### src/rtl/fp16mul_pkg.sv
// Shared types, constants and operand-unpack helper for the FP16 x FP16 -> FP32 multiplier.
// Build option FP16MUL_SUBNORM_EN: normalise subnormal inputs instead of flushing them to zero.
package fp16mul_pkg;

  localparam int unsigned FP16_W      = 16;
  localparam int unsigned FP32_W      = 32;
  localparam int unsigned FP16_EXP_W  = 5;
  localparam int unsigned FP16_FRAC_W = 10;
  localparam int unsigned FP32_FRAC_W = 23;
  localparam logic [7:0]  BIAS_ADJ    = 8'd97;
  localparam logic [31:0] QNAN32      = 32'h7FC0_0000;

  typedef struct packed {
    logic                   sign;
    logic [FP16_EXP_W-1:0]  exp;
    logic [FP16_FRAC_W-1:0] frac;
  } fp16_t;

  typedef struct packed {
    logic                   sign;
    logic [7:0]             exp;
    logic [FP32_FRAC_W-1:0] frac;
  } fp32_t;

  // Classified operand; exp is a two's-complement biased exponent (negative for subnormals)
  typedef struct packed {
    logic                 sign;
    logic                 nan;
    logic                 inf;
    logic                 zero;
    logic [FP16_FRAC_W:0] sig;
    logic [7:0]           exp;
  } fp16_op_t;

`ifdef FP16MUL_SUBNORM_EN
  function automatic logic [3:0] lzc11(input logic [10:0] v);
    logic [3:0] z;
    logic       found;
    z     = '0;
    found = 1'b0;
    for (int unsigned i = 0; i < 11; i++) begin
      if (!found) begin
        if (v[10-i]) found = 1'b1;
        else         z     = z + 4'd1;
      end
    end
    return z;
  endfunction
`endif

  function automatic fp16_op_t unpack_fp16(input fp16_t x);
    fp16_op_t o;
`ifdef FP16MUL_SUBNORM_EN
    logic [3:0] z;
`endif
    o.sign = x.sign;
    o.nan  = (x.exp == '1) && (x.frac != '0);
    o.inf  = (x.exp == '1) && (x.frac == '0);
    o.sig  = {1'b1, x.frac};
    o.exp  = {3'b000, x.exp};
`ifdef FP16MUL_SUBNORM_EN
    o.zero = (x.exp == '0) && (x.frac == '0);
    if (x.exp == '0) begin
      z     = lzc11({1'b0, x.frac});
      o.sig = {1'b0, x.frac} << z;
      o.exp = 8'd1 - {4'b0000, z};
    end
`else
    o.zero = (x.exp == '0);
`endif
    return o;
  endfunction

endpackage

### src/rtl/fp16mul_if.sv
// Beat-level valid/ready bundle for the multi-lane FP16 multiplier.
interface fp16mul_if #(
  parameter int unsigned LANES = 4
);
  logic                  in_valid;
  logic                  in_ready;
  logic [16*LANES-1:0]   in_a;
  logic [16*LANES-1:0]   in_b;
  logic                  out_valid;
  logic                  out_ready;
  logic [32*LANES-1:0]   out_p;
  logic [LANES-1:0]      out_inv;

  modport slave (
    input  in_valid, in_a, in_b, out_ready,
    output in_ready, out_valid, out_p, out_inv
  );

  modport master (
    output in_valid, in_a, in_b, out_ready,
    input  in_ready, out_valid, out_p, out_inv
  );
endinterface

### src/rtl/fp16mul_lane.sv
// Combinational single-lane FP16 x FP16 -> FP32 exact multiply with special-case handling.
// Subnormal behaviour follows FP16MUL_SUBNORM_EN (see fp16mul_pkg).
module fp16mul_lane
  import fp16mul_pkg::*;
(
  input  logic [FP16_W-1:0] a,
  input  logic [FP16_W-1:0] b,
  output logic [FP32_W-1:0] p,
  output logic              inv
);

  fp16_op_t    op_a;
  fp16_op_t    op_b;
  logic        sign;
  logic [21:0] sig;
  logic        n;
  logic [7:0]  exp_sum;
  fp32_t       prod;

  always_comb begin
    op_a    = unpack_fp16(fp16_t'(a));
    op_b    = unpack_fp16(fp16_t'(b));
    sign    = op_a.sign ^ op_b.sign;
    sig     = 22'(op_a.sig) * 22'(op_b.sig);
    n       = sig[21];
    // Modulo-256 sum is exact: the true result always lies within 79..158
    exp_sum = op_a.exp + op_b.exp + BIAS_ADJ + {7'b0, n};
    prod.sign = sign;
    prod.exp  = exp_sum;
    prod.frac = n ? {sig[20:0], 2'b00} : {sig[19:0], 3'b000};

    p   = prod;
    inv = 1'b0;
    if (op_a.nan || op_b.nan) begin
      p   = QNAN32;
      inv = 1'b1;
    end else if ((op_a.inf && op_b.zero) || (op_a.zero && op_b.inf)) begin
      p   = QNAN32;
      inv = 1'b1;
    end else if (op_a.inf || op_b.inf) begin
      p = {sign, 8'hFF, 23'h0};
    end else if (op_a.zero || op_b.zero) begin
      p = {sign, 31'h0};
    end
  end

endmodule

### src/rtl/fp16mul_pipe.sv
// Pipelined multi-lane FP16 x FP16 -> FP32 multiplier with a global valid/ready stall.
// Build option FP16MUL_SUBNORM_EN selects subnormal normalisation over flush-to-zero.
module fp16mul_pipe
  import fp16mul_pkg::*;
#(
  parameter int unsigned LANES  = 4,
  parameter int unsigned STAGES = 2
) (
  input logic       clk,
  input logic       rst,
  fp16mul_if.slave  bus
);

  logic [FP32_W*LANES-1:0] p_c;
  logic [LANES-1:0]        inv_c;

  logic [STAGES-1:0]       vld_q;
  logic [FP32_W*LANES-1:0] p_q   [STAGES];
  logic [LANES-1:0]        inv_q [STAGES];
  logic                    adv;

  for (genvar i = 0; i < LANES; i++) begin : g_lane
    fp16mul_lane u_lane (
      .a   (bus.in_a[FP16_W*i +: FP16_W]),
      .b   (bus.in_b[FP16_W*i +: FP16_W]),
      .p   (p_c[FP32_W*i +: FP32_W]),
      .inv (inv_c[i])
    );
  end

  // Whole pipe moves as one; output-side stall freezes every stage
  assign adv = bus.out_ready || !vld_q[STAGES-1];

  always_ff @(posedge clk) begin
    if (rst) begin
      vld_q <= '0;
      for (int unsigned s = 0; s < STAGES; s++) begin
        p_q[s]   <= '0;
        inv_q[s] <= '0;
      end
    end else if (adv) begin
      vld_q[0] <= bus.in_valid;
      p_q[0]   <= p_c;
      inv_q[0] <= inv_c;
      for (int unsigned s = 1; s < STAGES; s++) begin
        vld_q[s] <= vld_q[s-1];
        p_q[s]   <= p_q[s-1];
        inv_q[s] <= inv_q[s-1];
      end
    end
  end

  assign bus.in_ready  = adv;
  assign bus.out_valid = vld_q[STAGES-1];
  assign bus.out_p     = p_q[STAGES-1];
  assign bus.out_inv   = inv_q[STAGES-1];

endmodule

### src/flat_wrapper.sv
// flat-port wrapper written by rule: the top's interface ports become plain ports
module fp16mul_pipe_flat import fp16mul_pkg::*;
#(
  parameter int unsigned LANES  = 4,
  parameter int unsigned STAGES = 2
)
  (clk, rst, bus_in_valid, bus_in_a, bus_in_b, bus_out_ready, bus_in_ready, bus_out_valid, bus_out_p, bus_out_inv);
  fp16mul_if #(.LANES(LANES)) bus_i ();
  input logic clk;
  input logic rst;
  input wire logic [$bits(bus_i.in_valid)-1:0] bus_in_valid;
  input wire logic [$bits(bus_i.in_a)-1:0] bus_in_a;
  input wire logic [$bits(bus_i.in_b)-1:0] bus_in_b;
  input wire logic [$bits(bus_i.out_ready)-1:0] bus_out_ready;
  output wire logic [$bits(bus_i.in_ready)-1:0] bus_in_ready;
  output wire logic [$bits(bus_i.out_valid)-1:0] bus_out_valid;
  output wire logic [$bits(bus_i.out_p)-1:0] bus_out_p;
  output wire logic [$bits(bus_i.out_inv)-1:0] bus_out_inv;
  assign bus_i.in_valid = bus_in_valid;
  assign bus_i.in_a = bus_in_a;
  assign bus_i.in_b = bus_in_b;
  assign bus_i.out_ready = bus_out_ready;
  assign bus_in_ready = bus_i.in_ready;
  assign bus_out_valid = bus_i.out_valid;
  assign bus_out_p = bus_i.out_p;
  assign bus_out_inv = bus_i.out_inv;
  fp16mul_pipe #(.LANES(LANES), .STAGES(STAGES)) u_core (.clk(clk), .rst(rst), .bus(bus_i));
endmodule
### config.mk
export PLATFORM = sky130hd
export DESIGN_NAME = fp16mul_pipe_flat
export DESIGN_NICKNAME = d
export VERILOG_FILES = /design/src/rtl/fp16mul_pkg.sv /design/src/rtl/fp16mul_if.sv /design/src/rtl/fp16mul_lane.sv /design/src/rtl/fp16mul_pipe.sv /design/src/flat_wrapper.sv
export SDC_FILE = /design/constraint.sdc
export NUM_CORES = 1
export LEC_CHECK = 0
export CAP_MARGIN = 20
export CORE_MARGIN = 10
export CORE_UTILIZATION = 45
export CTS_CLUSTER_DIAMETER = 30
export CTS_CLUSTER_SIZE = 14
export DETAILED_ROUTE_END_ITERATION = 10
export PLACE_DENSITY = 0.69
export SLEW_MARGIN = 20
export SYNTH_ARGS = -nofsm -noshare
export SYNTH_HDL_FRONTEND = slang
export SYNTH_SLANG_ARGS = --single-unit
### constraint.sdc
create_clock -name clk -period 19 [get_ports clk]
set_clock_uncertainty 0.2 [all_clocks]
set_input_delay 3.8 -clock clk [delete_from_list [all_inputs] [get_ports clk]]
set_output_delay 3.8 -clock clk [all_outputs]
set_load 0.005 [all_outputs]
## Word level (Yosys, flattened, before mapping)

Memories as Yosys holds them, arrays and structs flattened.
Cells that the tools add are included.

| operators by class | value |
|---|---|
| add/sub/neg operators | 12 |
| multiply operators | 4 |
| equality and inequality tests | 8 |
| mux-type cells | 37 |
| bitwise gates (word level) | 8 |
| reduce and logical (&&, ||, !) cells | 66 |

Operators by type and width:

| operator | count |
|---|---|
| two-way mux 128 bit | 2 |
| two-way mux 32 bit | 8 |
| two-way mux 31 bit | 8 |
| two-way mux 23 bit | 4 |
| multiplier 11 x 11 -> 22 bit | 4 |
| logical NOT 10 bit | 8 |
| nonzero test 10 bit | 8 |
| equality test 5 bit, second input constant | 8 |
| logical NOT 5 bit | 8 |
| adder 6 x 7 -> 8 bit, second input constant | 4 |
| adder 8 x 1 -> 8 bit | 4 |
| adder 5 x 5 -> 6 bit | 4 |
| logical AND 1 bit | 24 |
| logical OR 1 bit | 17 |
| two-way mux 1 bit | 13 |
| two-way mux 4 bit | 2 |
| bitwise OR 1 bit | 4 |
| XOR 1 bit | 4 |
| logical NOT 1 bit | 1 |

| word-level totals | value |
|---|---|
| register bits | 2 |
| bits in writable memories | 264 |
| output and inout bits | 134 |
| logic and storage cells | 138 |
| memories kept | 2 |

Memory list:

| memory | depth | bits a word | rd ports | clocked after Yosys merged registers in | write ports | RTL line | text |
|---|---|---|---|---|---|---|---|
| u_core.p_q | 2 | 128 | 2 | 0 | 2 | fp16mul_pipe.sv:18 | `logic [FP32_W*LANES-1:0] p_q [STAGES];` |
| u_core.inv_q | 2 | 4 | 2 | 0 | 2 | fp16mul_pipe.sv:19 | `logic [LANES-1:0] inv_q [STAGES];` |

## Longest topological paths before layout

| logic depth | value |
|---|---|
| depth in word-level cells | 8 |
| depth in mapped cells | 31 |

## Hierarchy

From an unflattened synthesis, not the netlist that was laid out.

| unflattened totals | value |
|---|---|
| cells, all modules | 3,184 |
| area total of the unflattened synthesis | 32,188.4 µm² |

By module, submodules not included:

| module | instances | cells each | area each (µm²) |
|---|---|---|---|
| fp16mul_pipe | 1 | 730 | 12,605.8 |
| fp16mul_lane (u_core.g_lane[3].u_lane) | 1 | 621 | 4,941.0 |
| fp16mul_lane (u_core.g_lane[1].u_lane) | 1 | 617 | 4,923.5 |
| fp16mul_lane (u_core.g_lane[0].u_lane) | 1 | 614 | 4,874.7 |
| fp16mul_lane (u_core.g_lane[2].u_lane) | 1 | 602 | 4,843.4 |

## Worst setup path after synthesis

No wires, ideal clock.

| path | value |
|---|---|
| kind | input port to flip-flop |
| start point | input port rst |
| end point | memory u_core.inv_q[0][0], enable pin |
| library setup time | 0.655 ns |
| arrival time | 9.737 ns |
| setup slack | 8.408 ns |
| stages | 1 |
| path buffers | 0 |
| cell sequence | nand2b_1 |

RTL lines:

| what | RTL line | text |
|---|---|---|
| start: declaration | flat_wrapper.sv:10 | `input logic rst;` |
| end: declaration | fp16mul_pipe.sv:19 |  |

==> key figures <==
Drt
  – DRC violations left: 0
  – Vias per inst: 5.098
  – Detailed-router iteration count before antenna repair: 5
  – 1st-iter DRT viols: 1144
  – Routed vias: 20350
  – Routed Wire Length: 66850 um
  – Wirelength per Cell: 16.75 um
  – Antenna viol nets, final: 0

Yosys
  – Syn Inst Count: 3011
  – Synthesis Warnings: 0
  – Most frequently used flop master after synthesis: sky130_fd_sc_hd__edfxtp_1
  – Ys async rst share: 0%
  – Number of enable-type register cells in the synthesized netlist: 248
  – Number of unique standard cell types used by synthesis: 82
  – Sequential element share of the synthesized area: 25.86%
  – Area share of the largest cell type after synthesis: 25.72%
  – FF+latch count, synth: 250
  – Post-synthesis instance area: 28950 um^2
  – Cell accounting for the most synthesized area: sky130_fd_sc_hd__edfxtp_1
  – Average size of a mapped cell: 9.615 um^2
  – Synth top area cells: sky130_fd_sc_hd__edfxtp_1, sky130_fd_sc_hd__fa_1, sky130_fd_sc_hd__ha_1

Setup path
  – Largest incremental delay on the critical path: 0.79 ns
  – Terminus of the critical flop-to-flop path: u_core.p_q[0][244]
  – Setup crit start kind: primary input
  – Worst-case register-to-register setup slack: 15.82 ns
  – Maximum fanout along the worst path: 23
  – Worst reg2reg path depth: 4
  – End of the critical path: u_core.p_q[0][125]
  – Critical Path AT: 10.85 ns
  – Most frequent cell on the critical path: sky130_fd_sc_hd__fa_1
  – Crit. End Element: register
  – Slowest cell on crit path: sky130_fd_sc_hd__clkdlybuf4s50_1
  – Data required, critical path: 19.06 ns
  – Start point of the critical path: bus_in_a[54]
  – FF-to-FF Start: u_core.vld_q[1]
  – Total stage count of the critical path: 26
  – Category of the most critical setup path: primary input to register
  – Family with the most delay on the worst path: adder cells
  – Combined buffer and inverter count along the critical path: 6

Floorplanning
  – Die boundary width: 273.6 um
  – Initial standard-cell utilization of the core: 45.65%
  – Vertical die dimension: 273.6 um
  – Die Area: 74880 um^2
  – Num ports: 266
  – Placeable core region: 63430 um^2
  – Row Count: 92

STA
  – Setup violations, final: 0
  – Final Max Tran Viols: 0
  – RSZ-0062 raised after global routing: no
  – Slew of the pin with the lowest slew margin: 1.081 ns
  – Max Fclk: 0.09266 GHz
  – Setup_tns: 0 ns
  – Rel. slew slack: 27.93%
  – Hold violation total from the final report: 0
  – Post-layout min period: 10.79 ns
  – Final worst path period share: 56.80%

CTS
  – Total of cells resized after clock tree synthesis: 0
  – Clock Tree Buf Depth: 3
  – Root Driver: sky130_fd_sc_hd__clkbuf_16
  – # clock sinks: 250
  – Number of levels in the clock H-tree: 3
  – Clock tree from TritonCTS: yes
  – Post-CTS Hold Buffers: 0
  – Clock latency at the later pin of the worst-skew pair: 0.56 ns
  – Cts bufs inserted: 68
  – Reg clk slew, reported paths: 0.04 ns
  – Setup bufs post-CTS: 0

Placed design
  – Placer's final routability congestion estimate: 0.8544
  – Cell Count Post-Placement: 3867
  – Detail Placement HPWL: 52830 um
  – Number of port buffers: 257

GRT
  – All-Layer GR Usage: 17.97%
  – Vias in the first global route: 20950
  – Largest net degree at the start of global routing: 83
  – Wire length of the first global-routing pass: 109200 um
  – Congestion Overflow GR: 0
  – Antenna violations before repair: 8

Worst hold path
  – Type of the worst min-delay path: register to register

Cells and area
  – Commonest non-fill, non-tap cell in the layout: sky130_fd_sc_hd__inv_1
  – Most frequent cells in the layout: sky130_fd_sc_hd__inv_1, sky130_fd_sc_hd__fa_1, sky130_fd_sc_hd__nand2_1
  – Layout Cells excl Fill: 3992
  – Synthesis-to-layout area growth: 15.03%
  – Final net count: 3823
  – Share of final-layout standard cells stronger than drive strength 1: 5.094%

Flow run
  – Reported max-cap violation count: 0

Power
  – Leakage component of the power: 15.88 nW
  – Maximum resistive drop on vdd: 0.1081 mV
  – Power density relative to cell area: 158.4 nW/um^2

Run status
  – Outcome: completed
[worst min-delay path: stages, from the launching register on]
cell and delay, ns:
sky130_fd_sc_hd__dfxtp_1 0.30, sky130_fd_sc_hd__nand2_1 0.05, sky130_fd_sc_hd__a21oi_1 0.05
[logic make-up (layout without fill, tap and decap cells)]
| family | count (synthesis) | after routing | synth area share [%] |
|---|---|---|---|
| compound gates | 368 | 368 | 8.280 |
| buf+inv | 770 | 893 | 12.08 |
| simple gates | 911 | 911 | 15.78 |
| xor+xnor | 74 | 74 | 2.239 |
| mux | 37 | 37 | 1.305 |
| other cells | 1 | 13 | 0.01295 |
| flops | 250 | 250 | 25.86 |
| fa+ha+maj | 600 | 600 | 34.44 |
[layout make-up]
| cell class | count | area, um^2 |
|---|---|---|
| diodes | 5 | 12.51 |
| clock buffers | 72 | 1738 |
| clock inverters | 48 | 456.7 |
| fillers | 5695 | 30120 |
| inverters | 508 | 1907 |
| multi-input cells | 1998 | 18010 |
| flip-flops and latches | 250 | 7487 |
| well taps | 846 | 1059 |
| repair buffers | 265 | 2633 |
[layer usage]
metal	track usage, %	vias to the layer above	share of wire, %
met5	0	-	0.015
met4	6.557	2	2.5
met3	3.066	111	5.8
met2	28.93	550	47
met1	23.98	9928	44
li1	-	9762	-
[sequential cells by signal (all words and copies together), names as in the netlist]
name and cells:
u_core.inv_q 8, u_core.p_q 240, u_core.vld_q 2
[power breakdown]
group	leakage, nW	total, mW	internal [mW]	switching (mW)
logic	11.9	3.35	1.43	1.92
registers	2.93	0.840	0.807	0.0335
clock network	1.04	1.08	0.732	0.348
total	15.9	5.27	2.97	2.31
[synth_stat cells (all sizes together), types with 14 or more instances]
cell,instances
nor4,16
mux2i,34
a21oi,134
nand2,287
buf,160
and3,18
a21o,36
xor2,33
nor3,18
fa,328
clkbuf,102
nand4,14
inv,508
o21ai,70
nand3,54
o211ai,17
nor2,159
edfxtp,248
and2,285
xnor2,41
ha,272
a211oi,18
o21a,18
[how the worst min path moves through the flow]
stage                               start         endpoint  slack (ns)  depth (start not counted)
after floorplan           u_core.vld_q[0]  u_core.vld_q[0]        0.23                          2
after global placement    u_core.vld_q[0]  u_core.vld_q[0]        0.25                          2
after detailed placement  u_core.vld_q[0]  u_core.vld_q[0]        0.26                          2
after CTS                 u_core.vld_q[0]  u_core.vld_q[0]        0.26                          2
after global routing      u_core.vld_q[0]  u_core.vld_q[0]        0.31                          2
final                     u_core.vld_q[0]  u_core.vld_q[0]        0.26                          2
[stage by stage]
stage | instance area [um^2] | utilization [%] | hold slack (ns) | worst slack, ns | power [mW]
2_1_floorplan | 28980 | - | 0.2262 | 8.408 | 3.554
3_3_place_gp | 31090 | 49.03 | 0.2454 | 7.792 | 4.154
3_5_place_dp | 31090 | 49.03 | 0.2552 | 7.687 | 4.186
4_1_cts | 33290 | 52.49 | 0.2617 | 8.271 | 5.313
5_1_grt | 33300 | 52.50 | 0.3125 | 7.724 | 5.835
6_report | 33300 | 52.51 | 0.2606 | 8.207 | 5.274
Power figures use the tool's default switching activity.
